`src/rtl/pio_edge_irq_reader.sv`:
```
`default_nettype none
// ============================================================================
// Module   : pio_edge_irq_reader
// Brief    : Avalon-MM master that programs an edge-capture PIO irq mask, services
//            its irq (read edge_capture, read data, clear edge_capture) and queues
//            each event as {flags,data} on a FWFT valid/ready stream.
//            Optional per-event timestamp: define PIO_EDGE_IRQ_READER_TIMESTAMP_EN.
// Revision : 1.0 - initial release
// ============================================================================
module pio_edge_irq_reader #(
    parameter int DW           = 32,
    parameter int FIFO_DEPTH   = 4,
    parameter int READ_LATENCY = 1
) (
    input  logic          clk,
    input  logic          reset,
    input  logic [DW-1:0] cfg_mask,
    input  logic          cfg_mask_wr,
    input  logic          en,
    output logic [1:0]    address,
    output logic          chipselect,
    output logic          write_n,
    output logic [DW-1:0] writedata,
    input  logic [DW-1:0] readdata,
    input  logic          irq,
    output logic          out_valid,
    input  logic          out_ready,
    output logic [DW-1:0] out_flags,
    output logic [DW-1:0] out_data,
`ifdef PIO_EDGE_IRQ_READER_TIMESTAMP_EN
    output logic [DW-1:0] out_ts,
`endif
    output logic          busy,
    output logic          full_stall
);

    localparam int c_AW = (FIFO_DEPTH > 1) ? $clog2(FIFO_DEPTH) : 1;
    localparam int c_CW = (READ_LATENCY > 0) ? $clog2(READ_LATENCY + 1) : 1;

    localparam logic [c_CW-1:0] c_LAT   = c_CW'(READ_LATENCY);
    localparam logic [c_AW:0]   c_DEPTH = (c_AW + 1)'(FIFO_DEPTH);

    localparam logic [1:0] c_ADDR_DATA = 2'd0;
    localparam logic [1:0] c_ADDR_MASK = 2'd2;
    localparam logic [1:0] c_ADDR_CAP  = 2'd3;

    localparam logic [2:0] c_S_INIT   = 3'd0;
    localparam logic [2:0] c_S_IDLE   = 3'd1;
    localparam logic [2:0] c_S_MASK   = 3'd2;
    localparam logic [2:0] c_S_RD_CAP = 3'd3;
    localparam logic [2:0] c_S_RD_DAT = 3'd4;
    localparam logic [2:0] c_S_CLR    = 3'd5;
    localparam logic [2:0] c_S_PUSH   = 3'd6;

    logic [2:0]      r_state, w_state_next;
    logic [c_CW-1:0] r_cnt, w_cnt_next;
    logic [DW-1:0]   r_flags, r_data;
    logic            r_mask_req;
    logic [DW-1:0]   r_mask_val;

    logic [1:0]      r_address, w_address_next;
    logic            r_chipselect, w_cs_next;
    logic            r_write_n, w_write_n_next;
    logic [DW-1:0]   r_writedata, w_writedata_next;
    logic            r_busy;

    logic            w_mask_taken;
    logic            w_cap_flags;
    logic            w_cap_data;
    logic            w_push;
    logic            w_start;

    logic [c_AW-1:0] r_wr_ptr, r_rd_ptr;
    logic [c_AW:0]   r_count;
    logic            w_full, w_empty, w_pop, w_push_ok;
    logic [DW-1:0]   r_mem_flags [FIFO_DEPTH];
    logic [DW-1:0]   r_mem_data  [FIFO_DEPTH];

    assign w_full    = (r_count == c_DEPTH);
    assign w_empty   = (r_count == '0);
    assign w_pop     = ~w_empty & out_ready;
    assign w_push_ok = w_push & (~w_full | w_pop);

    always_ff @(posedge clk or posedge reset) begin
        if (reset) begin
            r_state      <= c_S_INIT;
            r_cnt        <= '0;
            r_flags      <= '0;
            r_data       <= '0;
            r_address    <= '0;
            r_chipselect <= 1'b0;
            r_write_n    <= 1'b1;
            r_writedata  <= '0;
            r_busy       <= 1'b1;
        end else begin
            r_state      <= w_state_next;
            r_cnt        <= w_cnt_next;
            r_address    <= w_address_next;
            r_chipselect <= w_cs_next;
            r_write_n    <= w_write_n_next;
            r_writedata  <= w_writedata_next;
            r_busy       <= (w_state_next != c_S_IDLE);
            if (w_cap_flags) r_flags <= readdata;
            if (w_cap_data)  r_data  <= readdata;
        end
    end

    // A pulse always wins over the clear so a request arriving while the
    // previous one executes is not dropped.
    always_ff @(posedge clk or posedge reset) begin
        if (reset) begin
            r_mask_req <= 1'b1;
            r_mask_val <= '0;
        end else if (cfg_mask_wr) begin
            r_mask_req <= 1'b1;
            r_mask_val <= cfg_mask;
        end else if (w_mask_taken) begin
            r_mask_req <= 1'b0;
        end
    end

    // Bus outputs are registered from the transition, so each state is also
    // the bus phase that is on the wires while the FSM sits in it.
    always_comb begin
        w_state_next     = r_state;
        w_cnt_next       = r_cnt;
        w_address_next   = r_address;
        w_cs_next        = 1'b0;
        w_write_n_next   = 1'b1;
        w_writedata_next = r_writedata;
        w_mask_taken     = 1'b0;
        w_cap_flags      = 1'b0;
        w_cap_data       = 1'b0;
        w_push           = 1'b0;
        w_start          = 1'b0;
        case (r_state)
            c_S_INIT: begin
                w_state_next     = c_S_MASK;
                w_cs_next        = 1'b1;
                w_write_n_next   = 1'b0;
                w_address_next   = c_ADDR_MASK;
                w_writedata_next = cfg_mask;
                w_mask_taken     = 1'b1;
            end
            c_S_IDLE: begin
                if (r_mask_req) begin
                    w_state_next     = c_S_MASK;
                    w_cs_next        = 1'b1;
                    w_write_n_next   = 1'b0;
                    w_address_next   = c_ADDR_MASK;
                    w_writedata_next = r_mask_val;
                    w_mask_taken     = 1'b1;
                end else if (en && irq && !w_full) begin
                    w_state_next   = c_S_RD_CAP;
                    w_cs_next      = 1'b1;
                    w_address_next = c_ADDR_CAP;
                    w_cnt_next     = '0;
                    w_start        = 1'b1;
                end
            end
            c_S_MASK: begin
                w_state_next = c_S_IDLE;
            end
            c_S_RD_CAP: begin
                w_cs_next = 1'b1;
                if (r_cnt == c_LAT) begin
                    w_cap_flags    = 1'b1;
                    w_state_next   = c_S_RD_DAT;
                    w_address_next = c_ADDR_DATA;
                    w_cnt_next     = '0;
                end else begin
                    w_cnt_next = r_cnt + 1'b1;
                end
            end
            c_S_RD_DAT: begin
                w_cs_next = 1'b1;
                if (r_cnt == c_LAT) begin
                    w_cap_data       = 1'b1;
                    w_state_next     = c_S_CLR;
                    w_write_n_next   = 1'b0;
                    w_address_next   = c_ADDR_CAP;
                    w_writedata_next = r_flags;
                end else begin
                    w_cnt_next = r_cnt + 1'b1;
                end
            end
            c_S_CLR: begin
                w_state_next = c_S_PUSH;
            end
            c_S_PUSH: begin
                w_push       = 1'b1;
                w_state_next = c_S_IDLE;
            end
            default: begin
                w_state_next = c_S_INIT;
            end
        endcase
    end

    always_ff @(posedge clk or posedge reset) begin
        if (reset) begin
            r_wr_ptr <= '0;
            r_rd_ptr <= '0;
            r_count  <= '0;
        end else begin
            if (w_push_ok) r_wr_ptr <= r_wr_ptr + 1'b1;
            if (w_pop)     r_rd_ptr <= r_rd_ptr + 1'b1;
            case ({w_push_ok, w_pop})
                2'b10:   r_count <= r_count + 1'b1;
                2'b01:   r_count <= r_count - 1'b1;
                default: r_count <= r_count;
            endcase
        end
    end

    always_ff @(posedge clk) begin
        if (w_push_ok) begin
            r_mem_flags[r_wr_ptr] <= r_flags;
            r_mem_data[r_wr_ptr]  <= r_data;
        end
    end

`ifdef PIO_EDGE_IRQ_READER_TIMESTAMP_EN
    logic [DW-1:0] r_ts_cnt;
    logic [DW-1:0] r_ts_evt;
    logic [DW-1:0] r_mem_ts [FIFO_DEPTH];

    always_ff @(posedge clk or posedge reset) begin
        if (reset) begin
            r_ts_cnt <= '0;
            r_ts_evt <= '0;
        end else begin
            r_ts_cnt <= r_ts_cnt + 1'b1;
            if (w_start) r_ts_evt <= r_ts_cnt;
        end
    end

    always_ff @(posedge clk) begin
        if (w_push_ok) r_mem_ts[r_wr_ptr] <= r_ts_evt;
    end

    assign out_ts = r_mem_ts[r_rd_ptr];
`endif

    assign address    = r_address;
    assign chipselect = r_chipselect;
    assign write_n    = r_write_n;
    assign writedata  = r_writedata;
    assign busy       = r_busy;
    assign out_valid  = ~w_empty;
    assign out_flags  = r_mem_flags[r_rd_ptr];
    assign out_data   = r_mem_data[r_rd_ptr];
    // Deferred service is visible while the level irq waits on a full FIFO.
    assign full_stall = (r_state == c_S_IDLE) & en & irq & w_full;

endmodule
`default_nettype wire
```
`config.mk`:
```
export PLATFORM = sky130hd
export DESIGN_NAME = pio_edge_irq_reader
export DESIGN_NICKNAME = d
export VERILOG_FILES = /design/src/rtl/pio_edge_irq_reader.sv
export SDC_FILE = /design/constraint.sdc
export NUM_CORES = 1
export LEC_CHECK = 0
export ABC_AREA = 1
export CORE_ASPECT_RATIO = 1.2
export CORE_MARGIN = 2
export CORE_UTILIZATION = 40
export CTS_BUF_LIST = sky130_fd_sc_hd__clkbuf_8
export DETAILED_ROUTE_END_ITERATION = 6
export PLACE_DENSITY = 0.67
export SLEW_MARGIN = 10
export SYNTH_ARGS = -nofsm -noshare
export SYNTH_HDL_FRONTEND = slang
export SYNTH_SLANG_ARGS = --single-unit
export TNS_END_PERCENT = 1
```
`constraint.sdc`:
```
create_clock -name clk -period 5.98 [get_ports clk]
set_clock_uncertainty 0.15 [all_clocks]
set_input_delay 1.196 -clock clk [delete_from_list [all_inputs] [get_ports clk]]
set_output_delay 1.196 -clock clk [all_outputs]
set_load 0.1 [all_outputs]
```
==> impl_metrics.toml, run 1 <==
[route]
viasPerCell = 5.02
routed_wl_um = 37900
wire_per_inst_um = 17.7
drc = 0
vias = 10728
ant_nets = 0
drt_iter0_markers = 861
first_pass_iters = 5

[sta]
hold_violations = 0
slew_viol_final = 0
setup_viol = 0
tightest_slew_ns = 1.14
fin_crit_ns = 5.26
tns_ns = 0
maxSlewHeadroom = 0.237
finalCritPeriodShare = 0.879
fmax_mhz = 190
rsz0062_at_grt = "no"

[job]
maxCapViolations = 0

[place]
gp_congestion = 0.814
hpwlAfterDp_um = 22800
io_buffers = 172

[floorplan]
initial_core_util = 0.405
die_width_um = 185
die_h_um = 221
core_mm2 = 0.0386
ios = 173
die_area_mm2 = 0.0407
placementRows = 79

[grt]
grt_pass1_wl_um = 59100
grt_usage = 0.188
grt_max_degree = 104
gr-total-overflow = 0
antenna_found_initial = 1
first_global_vias = 10475

[run_status]
outcome = "complete, no violations"

[logic_synthesis]
yosys_warnings = 0
syn_nets = 1462
ys_seq_area_frac = 0.724
syn_area_mm2 = 0.0156
ys_types = 29
synth_cells = 1387
syn_avg_cell_area_um2 = 11.3
synth_seq_cells = 401

[clock_tree]
numCtsBuffers = 60
htreeDepth = 2
clkSlewWorstSetupHoldPaths_ns = 0.06
ctsLongestPathBuffers = 3
clock_latency_ns = 0.63
cts_root_buffer = "clkbuf_8"
post_cts_resized = 0
post_cts.repair.setup_buffers = 0
cts_tree = "built"
cts_hold_buf = 0
clock-sinks = 401

[final_layout]
area_growth_pct = 22.1
drive_gt1_frac = 0.0757
final_common_cell = "nand2_1"
fin_nets = 1635
final_cell_mix = "nand2_1 (374), edfxtp_1 (256), o21ai_0 (185)"

[worst_setup_path]
critPathKind = "reg -> out"
worst-endpoint-arrival_ns = 3.91
required_ns = 4.63
path_max_fanout = 81
end_kind = "primary output"
critical_path.startpoint_type = "flip-flop"

[worst_hold_path]
hp-class = "reg -> reg"
[cell usage after synthesis]
library cell	number	area, um2
a21oi_1	4	20.0
and2_1	1	6.26
buf_1	4	15.0
buf_2	21	105
buf_4	1	7.51
clkbuf_1	53	199
clkinv_1	1	3.75
dfrtp_1	142	3550
dfstp_2	3	78.8
edfxtp_1	256	7690
fa_1	1	20.0
ha_1	4	50.1
inv_1	58	218
inv_2	3	11.3
nand2_1	375	1410
nand2_2	1	6.26
nand3_1	44	220
nand4_1	5	31.3
nand4_2	1	12.5
nor2_1	139	522
nor2_2	1	6.26
nor2_4	1	11.3
nor3_4	1	16.3
nor3b_1	1	7.51
o211ai_1	1	7.51
o21ai_0	185	926
o21ai_1	13	65.1
o22ai_1	64	400
xor2_1	3	26.3
[state kept, by name, summed over array words and instances, names as in the netlist, 2 cells and up]
| name | flops |
|---|---|
| r_data | 32 |
| r_rd_ptr | 2 |
| r_count | 3 |
| r_mem_data | 128 |
| r_mem_flags | 128 |
| writedata | 32 |
| address | 2 |
| r_wr_ptr | 2 |
| r_state | 3 |
| r_flags | 32 |
| r_mask_val | 32 |
[final cells by class]
| type | instances | area (um2) |
|---|---|---|
| diodes | 1 | 2.50 |
| clock buffers | 68 | 936 |
| clock inverters | 45 | 272 |
| fillers | 3396 | 19500 |
| inverters | 62 | 240 |
| multi-input cells | 845 | 3800 |
| flip-flops and latches | 401 | 11300 |
| well taps | 526 | 658 |
| repair buffers | 190 | 1870 |
[worst max-delay path, cell delays in order, from the launching register on]
cell and delay [ns]:
dfrtp_4 0.76, buf_4 0.70, o21ai_0 0.27, o22ai_1 0.31
clkdlybuf4s50_1 1.19
[stage by stage]
| stage | instance area (um2) | hold WS (ns) | worst slack, ns | cells | util |
|---|---|---|---|---|---|
| global placement | 17900 | 0.303 | 1.43 | 2024 | 0.463 |
| CTS | 19100 | 0.325 | 0.660 | 2137 | 0.494 |
| global route | 19100 | 0.346 | 0.496 | 2137 | 0.494 |
| floorplan | 15600 | 0.292 | 0.744 | 1387 | - |
| detailed placement | 17900 | 0.309 | 1.35 | 2024 | 0.463 |
| finish | 19100 | 0.320 | 0.724 | 2138 | 0.494 |
[per-layer routing]
layer	track usage	up-vias	wire, um	share of wire
met1	0.254	5234	16600	0.44
li1	-	5095	-	-
met2	0.305	328	18100	0.48
met3	0.0337	71	2120	0.056
met4	0.0728	0	1110	0.029
met5	0	-	0	0
[kinds of logic after synthesis]
family,synth area share
and+or+nand+nor,0.144
xor gates and xnor gates,0.00168
DFF,0.724
AOI/OAI and AO/OA,0.0907
buffers and inverters,0.0358
adders and majority gates,0.00448
[worst paths after layout]
path	from	endpoint	slack, ns	cells past startpoint
max	r_rd_ptr[0]$_DFFE_PP0P_	out_flags[17]	0.72	4
min	r_mask_val[0]$_DFFE_PP0P_	r_mask_val[0]$_DFFE_PP0P_	0.32	2
max in group asynchronous	reset	r_flags[0]$_DFFE_PP0P_	3.43	3
min reg2reg	r_mask_val[0]$_DFFE_PP0P_	r_mask_val[0]$_DFFE_PP0P_	0.32	2
max reg2reg	r_state[1]$_DFF_PP0_	r_mem_flags[3][21]$_DFFE_PP_	3.10	5
min in group asynchronous	reset	writedata[26]$_DFFE_PP0P_	0.99	2
Power of run 1 is left out: the tool's default activity adds up to more than one toggle a clock period on the data nets, which glitch-free logic cannot reach.
==> inputs of run 2 (changes only) <==
--- a/config.mk
+++ b/config.mk
@@ -11,6 +11,7 @@
 export CORE_UTILIZATION = 40
 export CTS_BUF_LIST = sky130_fd_sc_hd__clkbuf_8
 export DETAILED_ROUTE_END_ITERATION = 6
+export MAX_ROUTING_LAYER = met4
 export PLACE_DENSITY = 0.67
 export SLEW_MARGIN = 10
 export SYNTH_ARGS = -nofsm -noshare
==> run 2 against run 1 <==
Net effect:
- routed wire length up 0.20%
- design area barely moved
- critical path depth did not move
- highest routed layer unchanged
- critical endpoint unchanged
- utilization barely moved
- critical path type unchanged
- largest cell class unchanged
- maximum frequency down 1.3%
==> impl_metrics.toml, run 2 (synthesis gave the netlist of run 1 again) <==
[run_status]
outcome = "complete, no violations"

[floorplan]
die_area_mm2 = 0.0407
die_h_um = 221
placementRows = 79
ios = 173
core_mm2 = 0.0386
initial_core_util = 0.405
die_width_um = 185

[clock_tree]
cts_root_buffer = "clkbuf_8"
cts_tree = "built"
post_cts_resized = 0
clock_latency_ns = 0.63
cts_hold_buf = 0
clock-sinks = 401
htreeDepth = 2
post_cts.repair.setup_buffers = 0
ctsLongestPathBuffers = 3
numCtsBuffers = 60
clkSlewWorstSetupHoldPaths_ns = 0.06

[final_layout]
final_cell_mix = "nand2_1 (374), edfxtp_1 (256), o21ai_0 (185)"
reg_top3 = "r_mem_data x128, r_mem_flags x128"
fin_nets = 1635
drive_gt1_frac = 0.0757
final_common_cell = "nand2_1"
area_growth_pct = 22.1

[route]
ant_nets = 0
viasPerCell = 5.02
routed_wl_um = 38000
vias = 10741
drc = 0
wire_per_inst_um = 17.8
first_pass_iters = 5
drt_iter0_markers = 989

[grt]
antenna_found_initial = 1
grt_pass1_wl_um = 59100
grt_busiest_layer = "met2"
first_global_vias = 10500
grt_util_met1 = 0.254
grt_usage = 0.194
met2_usage = 0.307
grt_use_met3 = 0.0323
gr-total-overflow = 0
grt_max_degree = 104

[place]
gp_congestion = 0.826
io_buffers = 172
hpwlAfterDp_um = 22800

[worst_setup_path]
critPathMaxStageDelay_ns = 1.19
critPathKind = "reg -> out"
path_cells = "buf_4 > o21ai_0 > o22ai_1 > clkdlybuf4s50_1"
path_max_fanout = 81
crit_slowest_cell = "clkdlybuf4s50_1"
end_kind = "primary output"
critical_path.startpoint_type = "flip-flop"
worst-endpoint-arrival_ns = 3.98
required_ns = 4.63

[sta]
slew_viol_final = 0
maxSlewHeadroom = 0.235
setup_viol = 0
fmax_mhz = 188
finalCritPeriodShare = 0.890
hold_violations = 0
tns_ns = 0
tightest_slew_ns = 1.15
fin_crit_ns = 5.32
rsz0062_at_grt = "no"

[job]
maxCapViolations = 0

[worst_hold_path]
hp-class = "reg -> reg"
run 2: worst paths after layout:
kind / startpoint / to / slack (ns) / cells after the start
max in group asynchronous: reset / r_flags[0]$_DFFE_PP0P_ / 3.43 / 3
min in group asynchronous: reset / writedata[27]$_DFFE_PP0P_ / 1.01 / 2
hold / removal: r_mask_val[25]$_DFFE_PP0P_ / r_mask_val[25]$_DFFE_PP0P_ / 0.32 / 2
setup / recovery: r_rd_ptr[0]$_DFFE_PP0P_ / out_flags[17] / 0.66 / 4
setup reg to reg: r_state[1]$_DFF_PP0_ / r_mem_data[3][30]$_DFFE_PP_ / 3.07 / 5
hold reg to reg: r_mask_val[25]$_DFFE_PP0P_ / r_mask_val[25]$_DFFE_PP0P_ / 0.32 / 2
run 2: metrics by stage:
stage,instance area [um2],util,setup WS (ns),hold slack (ns),std cells
after global placement,17900,0.463,1.43,0.303,2024
after CTS,19100,0.494,0.660,0.325,2137
final,19100,0.494,0.656,0.321,2139
after floorplan,15600,-,0.744,0.292,1387
after global routing,19100,0.494,0.450,0.345,2138
after detailed placement,17900,0.463,1.35,0.309,2024
run 2: area by class of cell:
cell class	count	area [um2]
Antenna cell	2	5.00
Clock buffer	68	936
Clock inverter	45	272
Fill cell	3396	19500
Inverter	62	240
Multi-Input combinational cell	845	3800
Sequential cell	401	11300
Tap cell	526	658
Timing Repair Buffer	190	1870
run 2: worst max-delay path, delay by kind of cell, from the launching register on:
family	cells	cell delay, ns
buf+inv	2	1.87
compound gates	2	0.59
flops	1	0.76
run 2: metal layers:
metal | vias to the layer above | part of all wire | wire length (um)
met5 | - | 0 | 0
met4 | 0 | 0.031 | 1180
met3 | 82 | 0.068 | 2600
met2 | 399 | 0.47 | 18000
met1 | 5167 | 0.43 | 16200
li1 | 5093 | - | -
Power of run 2 is left out for the same reason.
==> inputs of run 3 (changes only) <==
--- a/config.mk
+++ b/config.mk
@@ -7,7 +7,7 @@
 export LEC_CHECK = 0
 export ABC_AREA = 1
 export CORE_ASPECT_RATIO = 1.2
-export CORE_MARGIN = 2
+export CORE_MARGIN = 4
 export CORE_UTILIZATION = 40
 export CTS_BUF_LIST = sky130_fd_sc_hd__clkbuf_8
 export DETAILED_ROUTE_END_ITERATION = 6
==> constraint.sdc (replaced) <==
create_clock -name clk -period 6.6 [get_ports clk]
set_clock_uncertainty 0.15 [all_clocks]
set_input_delay 1.32 -clock clk [delete_from_list [all_inputs] [get_ports clk]]
set_output_delay 1.32 -clock clk [all_outputs]
set_load 0.1 [all_outputs]
==> run 3 against run 2 <==
Net effect:
- die area is 4.0% higher
- utilization shrank 0.15 points
- clock-buffer cell count is 1 higher
- critical path depth rose by 1
- setup slack improved by 0.39 ns
- worst hold slack is essentially flat
- design area hardly changed
- global-route usage shrank 1.2 points
- register-to-register slack gained 0.23 ns
- routed wire length is 0.72% higher
- non-clock buffer count is 1 lower
- via count down 0.87%
==> impl_metrics.toml, run 3 (synthesis gave the netlist of run 1 again) <==
[run_status]
outcome = "complete, no violations"

[route]
ant_nets = 0
vias = 10648
viasPerCell = 4.99
first_pass_iters = 5
wire_per_inst_um = 18.0
drt_iter0_markers = 668
routed_wl_um = 38300
drc = 0

[sta]
hold_violations = 0
setup_viol = 0
tns_ns = 0
setup_slack_ns = 1.05
fin_crit_ns = 5.55
finalCritPeriodShare = 0.842
fmax_mhz = 180
slew_viol_final = 0
rsz0062_at_grt = "no"
tightest_slew_ns = 1.14
maxSlewHeadroom = 0.240

[floorplan]
initial_core_util = 0.404
core_mm2 = 0.0387
placementRows = 79
die_h_um = 225
ios = 173
die_area_mm2 = 0.0423
die_width_um = 189

[grt]
grt_max_degree = 110
grt_usage = 0.183
gr-total-overflow = 0
antenna_found_initial = 0
first_global_vias = 10437
grt_pass1_wl_um = 59300

[place]
io_buffers = 172
gp_congestion = 0.794
hpwlAfterDp_um = 22700
dp_slack_ns = 1.66

[final_layout]
final_cell_mix = "nand2_1 (374), edfxtp_1 (256), o21ai_0 (185)"
reg_top3 = "r_mem_data x128, r_mem_flags x128"
final_common_cell = "nand2_1"
fin_nets = 1633
area_growth_pct = 22.1
antenna_cells = 0
drive_gt1_frac = 0.0759

[clock_tree]
cts_tree = "built"
cts_root_buffer = "clkbuf_8"
post_cts.repair.setup_buffers = 0
htreeDepth = 2
cts_hold_buf = 0
clock_latency_ns = 0.60
clock-sinks = 401
clkSlewWorstSetupHoldPaths_ns = 0.07
ctsLongestPathBuffers = 3
numCtsBuffers = 59
post_cts_resized = 0

[worst_setup_path]
critPathKind = "reg -> out"
worst-endpoint-arrival_ns = 4.08
path_max_fanout = 109
critical_path.startpoint_type = "flip-flop"
required_ns = 5.13
end_kind = "primary output"

[worst_hold_path]
hp-class = "reg -> reg"

[job]
maxCapViolations = 0
-- run 3: per-stage QoR --
step | instances | utilization | hold slack (ns) | cell area, um2
final | 2133 | 0.493 | 0.321 | 19100
after global routing | 2133 | 0.493 | 0.334 | 19100
after CTS | 2133 | 0.493 | 0.325 | 19100
after detailed placement | 2023 | 0.461 | 0.309 | 17900
after global placement | 2023 | 0.461 | 0.303 | 17900
after floorplan | 1387 | - | 0.292 | 15600
-- run 3: worst paths after layout --
path | slack, ns | end | cells after the start | startpoint
worst max-delay path | 1.05 | out_flags[2] | 5 | r_rd_ptr[0]$_DFFE_PP0P_
worst min-delay path | 0.32 | r_mask_val[4]$_DFFE_PP0P_ | 2 | r_mask_val[4]$_DFFE_PP0P_
max in group asynchronous | 4.19 | r_rd_ptr[0]$_DFFE_PP0P_ | 3 | reset
worst max register to register | 3.30 | r_mem_data[1][12]$_DFFE_PP_ | 5 | r_state[2]$_DFF_PP0_
min in group asynchronous | 1.02 | writedata[28]$_DFFE_PP0P_ | 2 | reset
worst min register to register | 0.32 | r_mask_val[4]$_DFFE_PP0P_ | 2 | r_mask_val[4]$_DFFE_PP0P_
-- run 3: final cells by class --
| class | count | area (um2) |
|---|---|---|
| clock buffers | 69 | 950 |
| clock inverters | 41 | 273 |
| fillers | 3433 | 19700 |
| inverters | 62 | 240 |
| multi-input cells | 845 | 3800 |
| flip-flops and latches | 401 | 11300 |
| well taps | 526 | 658 |
| repair buffers | 189 | 1850 |
-- run 3: worst max-delay path, stage by stage (launching register included) --
cell             delay (ns)
dfrtp_4                0.72
inv_4                  0.86
buf_4                  0.38
o21ai_0                0.13
o22ai_1                0.14
clkdlybuf4s50_1        1.15
-- run 3: metal layers --
layer  track usage  vias up  share of wire
met1         0.250     5146           0.45
met3        0.0337       76          0.061
met2         0.279      343           0.47
met5             -        -              0
met4        0.0618        0          0.026
li1              -     5083              -
Power of run 3 is left out for the same reason.
